<file path="config.mk">
export PLATFORM = sky130hd
export DESIGN_NAME = uart_tx
export DESIGN_NICKNAME = d
export VERILOG_FILES = /design/src/rtl/uart_tx.sv
export SDC_FILE = /design/constraint.sdc
export NUM_CORES = 1
export LEC_CHECK = 0
export BUFFER_PORTS_ARGS = -buffer_cell sky130_fd_sc_hd__buf_2
export CAP_MARGIN = 20
export CORE_ASPECT_RATIO = 0.6
export CORE_MARGIN = 4
export CORE_UTILIZATION = 57
export CTS_CLUSTER_SIZE = 14
export DETAILED_ROUTE_END_ITERATION = 7
export PLACE_DENSITY = 0.78
export SYNTH_ARGS = -nofsm -noshare
export SYNTH_HDL_FRONTEND = slang
export SYNTH_SLANG_ARGS = --single-unit
</file>
<file path="constraint.sdc">
create_clock -name clk -period 2.49 [get_ports clk]
set_input_delay 0.6225 -clock clk [delete_from_list [all_inputs] [get_ports clk]]
set_output_delay 0.6225 -clock clk [all_outputs]
set_load 0.02 [all_outputs]
</file>
<file path="src/rtl/uart_tx.sv">
// rtl/uart_tx.sv - UART transmitter: start, LSB-first data, optional parity, stop bits
module uart_tx #(
    parameter int DATA_WIDTH   = 8,
    parameter int CLKS_PER_BIT = 16,
    parameter int PARITY_EN    = 0,
    parameter int PARITY_ODD   = 0,
    parameter int STOP_BITS    = 1
) (
    input  logic                  clk,
    input  logic                  reset,
    input  logic [DATA_WIDTH-1:0] tx_data,
    input  logic                  tx_valid,
    output logic                  tx_ready,
    output logic                  tx_serial,
    output logic                  tx_busy,
    output logic                  tx_done
);

    localparam int CW = $clog2(CLKS_PER_BIT);
    localparam int BW = $clog2(DATA_WIDTH);

    localparam logic [CW-1:0] LAST_TICK = CW'(CLKS_PER_BIT - 1);
    localparam logic [BW-1:0] LAST_DATA = BW'(DATA_WIDTH - 1);
    localparam logic [BW-1:0] LAST_STOP = BW'(STOP_BITS - 1);
    localparam logic          ODD_BIT   = (PARITY_ODD != 0);

    typedef enum logic [2:0] {
        IDLE,
        START,
        DATA,
        PARITY,
        STOP
    } state_t;

    state_t                  state, state_nxt;
    logic [CW-1:0]           baud_cnt, baud_nxt;
    logic [BW-1:0]           bit_cnt, bit_nxt;
    logic [DATA_WIDTH-1:0]   shift_reg, shift_nxt;
    logic                    parity_bit, parity_nxt;
    logic                    serial_nxt;
    logic                    done_nxt;
    logic                    tick;

    assign tick = (baud_cnt == LAST_TICK);

    // Next-state, counters and the next registered line level.
    // A new word is also taken on the edge that ends the last stop bit so
    // consecutive frames leave no idle gap on the line.
    always_comb begin
        state_nxt  = state;
        baud_nxt   = tick ? '0 : baud_cnt + 1'b1;
        bit_nxt    = bit_cnt;
        shift_nxt  = shift_reg;
        parity_nxt = parity_bit;
        done_nxt   = 1'b0;
        serial_nxt = 1'b1;

        case (state)
            IDLE: begin
                baud_nxt = '0;
                if (tx_valid) begin
                    state_nxt  = START;
                    shift_nxt  = tx_data;
                    parity_nxt = (^tx_data) ^ ODD_BIT;
                end
            end
            START: begin
                if (tick) begin
                    state_nxt = DATA;
                    bit_nxt   = '0;
                end
            end
            DATA: begin
                if (tick) begin
                    shift_nxt = shift_reg >> 1;
                    if (bit_cnt == LAST_DATA) begin
                        state_nxt = (PARITY_EN != 0) ? PARITY : STOP;
                        bit_nxt   = '0;
                    end else begin
                        bit_nxt = bit_cnt + 1'b1;
                    end
                end
            end
            PARITY: begin
                if (tick) begin
                    state_nxt = STOP;
                    bit_nxt   = '0;
                end
            end
            STOP: begin
                if (tick) begin
                    if (bit_cnt == LAST_STOP) begin
                        done_nxt = 1'b1;
                        if (tx_valid) begin
                            state_nxt  = START;
                            shift_nxt  = tx_data;
                            parity_nxt = (^tx_data) ^ ODD_BIT;
                        end else begin
                            state_nxt = IDLE;
                        end
                    end else begin
                        bit_nxt = bit_cnt + 1'b1;
                    end
                end
            end
            default: begin
                state_nxt = IDLE;
                baud_nxt  = '0;
            end
        endcase

        case (state_nxt)
            START:   serial_nxt = 1'b0;
            DATA:    serial_nxt = shift_nxt[0];
            PARITY:  serial_nxt = parity_bit;
            default: serial_nxt = 1'b1;
        endcase
    end

    // State, datapath and registered outputs; reset forces the line idle at once.
    always_ff @(posedge clk or posedge reset) begin
        if (reset) begin
            state      <= IDLE;
            baud_cnt   <= '0;
            bit_cnt    <= '0;
            shift_reg  <= '0;
            parity_bit <= 1'b0;
            tx_serial  <= 1'b1;
            tx_ready   <= 1'b1;
            tx_busy    <= 1'b0;
            tx_done    <= 1'b0;
        end else begin
            state      <= state_nxt;
            baud_cnt   <= baud_nxt;
            bit_cnt    <= bit_nxt;
            shift_reg  <= shift_nxt;
            parity_bit <= parity_nxt;
            tx_serial  <= serial_nxt;
            tx_ready   <= (state_nxt == IDLE);
            tx_busy    <= (state_nxt != IDLE);
            tx_done    <= done_nxt;
        end
    end

endmodule

</file>
==> flow_summary_export.csv <==
group,metric,value,unit
finish,finalNonFillerCells,170,
global_routing,antenna_found_initial,0,
logic_synthesis,ys_async_sr_fraction,100,%
route,post-route-drc-count,0,
placed_design,place_area,1390,sq um
global_routing,met1_usage,23.6,%
clock_network,cts_buffers,3,
global_routing,grt_first_pass_wirelength,4.28,mm
critical_path,path_cells,"ha_1 > ha_1 > o2111ai_1 > a22oi_1 > or4b_4 > o211ai_2",
floorplanning,ioPinCount,15,
floorplanning,dieWidth,69.8,um
global_routing,use_met2,28.0,%
finish,diodes,0,
critical_path,cp_slowest_cell,"or4b_4",
route,wl,2.52,mm
global_routing,busiest_layer,"met2",
route,vias,995,
logic_synthesis,synthTopCellsByArea,"dfrtp_1 40%, xnor2_1 6.0%, a21o_1 4.6%",
logic_synthesis,synth_cell_types,43,
job,maxCapViolCount,0,
floorplanning,rows,13,
finish,fin_nets,156,
timing,tns,0,ns
global_routing,use_met3,7.11,%
global_routing,overflow,0,
clock_network,cts-resized-gates,0,
critical_path,path_common_cell,"ha_1",
finish,largest_reg_flops,8,
pwr,vdd_ir_drop_max,0.000400,V
critical_path,cp_data_arrival_time,2.21,ns
critical_path,critPathMaxFanout,4,
timing,final-setup-viol-count,0,
clock_network,htree_levels,1,
logic_synthesis,syn_nets,141,
route,drt_pass1_iterations,4,
outcome,status,"completed",
placed_design,place_congestion,0.866,
route,vias_per_cell,5.85,
logic_synthesis,synth_top_cell_by_area,"dfrtp_1",
timing,rsz0062_at_grt,"no",
logic_synthesis,synthDominantCellAreaShare,40.3,%
critical_path,startpoint_type,"flip-flop",
logic_synthesis,synthTopCellsByCount,"21 x dfrtp_1, 11 x nor2_1, 10 x inv_1",
timing,whs,0.482,ns
timing,worstMarginPinSlew,0.855,ns
global_routing,grt_pass1_vias,906,
timing,hold_viol,0,
logic_synthesis,yosys_warnings,0,
timing,period_needed,2.01,ns
logic_synthesis,synth_area_per_cell,10.4,sq um
clock_network,tritoncts,"yes",
timing,worst_slack,0.476,ns
critical_path,crit_type,"flip-flop to flip-flop",
clock_network,clock_latency,0.26,ns
min_path,min_path_type,"flip-flop to flip-flop",
clock_network,path_clk_slew,0.08,ns
placed_design,place_worst_setup_slack,0.508,ns
timing,fmax,496,MHz
timing,skew,0.00173,ns
finish,utilization,66.3,%
floorplanning,fp.dieH,45.1,um
finish,nFillCells,176,
clock_network,hold_buffers,0,
logic_synthesis,syn_inst,126,
placed_design,io_buffers,14,
pwr,power_density,964,nW/um^2
floorplanning,core_area,2160,sq um
critical_path,path_buf_inv,0,
finish,final_layout_size_suffix_gt1_share,20.7,%
timing,timing.final.crit_share,80.9,%
clock_network,root_buffer,"clkbuf_8",
logic_synthesis,ys.flop_type,"dfrtp_1",
route,routedWlPerCell,14.8,um
logic_synthesis,synth-edff-count,0,
clock_network,cts.path.max_buffers,2,
floorplanning,start_util,60.3,%
route,drtIter0Drc,63,
critical_path,cpPeakStageDelay,0.55,ns
pwr,leakagePower,0.706,nW
timing,slew_viol_final,0,
placed_design,dp_cells,166,
global_routing,track_usage,18.0,%
clock_network,cts_setup_buffers,0,
logic_synthesis,synth_most_common_cell,"dfrtp_1",
finish,syn2layout_area_growth,9.88,%
floorplanning,dieArea,3140,sq um
global_routing,grt_max_degree,24,
finish,fin_area,1430,sq um
route,detail-route-antenna-nets,0,
logic_synthesis,netlist_area,1310,sq um
logic_synthesis,ys_seq_area_share,44.3,%
placed_design,dp_hpwl,1.90,mm
clock_network,cts.sinks,23,
pwr,finalPower,1.38,mW
logic_synthesis,ys_seq_elements,23,
timing,slew_headroom,42.9,%
critical_path,cpLargestDelayFamily,"simple AND/OR/NAND/NOR gates",
critical_path,worstPathRequired,2.69,ns
critical_path,cp-end-kind,"flip-flop",
power breakdown:
group	leakage [nW]	switching [mW]	internal (mW)	total, mW
combinational	0.399	0.258	0.234	0.492
clock	0.0255	0.118	0.112	0.230
sequential	0.282	0.134	0.526	0.660
metal layers:
layer / wire, um / part of all wire (%) / up-vias
met5: 0 / 0 / -
li1: - / - / 483
met2: 1130 / 45 / 30
met1: 1180 / 47 / 478
met4: 30 / 1.2 / 0
met3: 182 / 7.2 / 4
layout make-up:
type                       count  area (sq um)  area share [%]
multi-input combinational     88           657            45.8
sequential                    23           578            40.3
timing repair buffer          15          77.6            5.41
clock buffer                   3          41.3            2.88
inverter                      10          37.5            2.62
tap                           30          37.5            2.62
clock inverter                 1          5.00           0.349
worst paths after layout:
kind / to / slack [ns] / cells past startpoint / startpoint
setup / recovery: tx_serial$_DFF_PP1_ / 0.48 / 6 / bit_cnt[0]$_DFFE_PP0P_
hold / removal: shift_reg[5]$_DFFE_PP0P_ / 0.48 / 1 / shift_reg[5]$_DFFE_PP0P_
setup reg to reg: tx_serial$_DFF_PP1_ / 0.48 / 6 / bit_cnt[0]$_DFFE_PP0P_
hold reg to reg: shift_reg[5]$_DFFE_PP0P_ / 0.48 / 1 / shift_reg[5]$_DFFE_PP0P_
max in group asynchronous: bit_cnt[0]$_DFFE_PP0P_ / 1.44 / 2 / reset
min in group asynchronous: state[1]$_DFF_PP0_ / 0.52 / 2 / reset
cells in the final DEF (no fill, tap or decap), drive strengths merged, types with 3 or more instances in the layout:
cell type | synthesis | final
a21oi | 6 | 6
nor2 | 12 | 12
a22o | 6 | 6
nor3 | 5 | 5
nand2 | 3 | 3
a21o | 8 | 8
inv | 10 | 10
ha | 4 | 4
nand2b | 3 | 3
dfrtp | 21 | 21
buf | 4 | 15
o21ai | 4 | 4
clkbuf | 1 | 3
xnor2 | 9 | 9
mux2i | 3 | 3
logic make-up after synthesis:
group | share of synthesized area (%)
and+or+nand+nor | 16.3
AOI/OAI and AO/OA | 21.0
DFF | 44.3
adders and majority gates | 3.84
muxes | 3.16
buffers and inverters | 5.37
xor gates and xnor gates | 6.04
(Power assumes the default switching activity.)
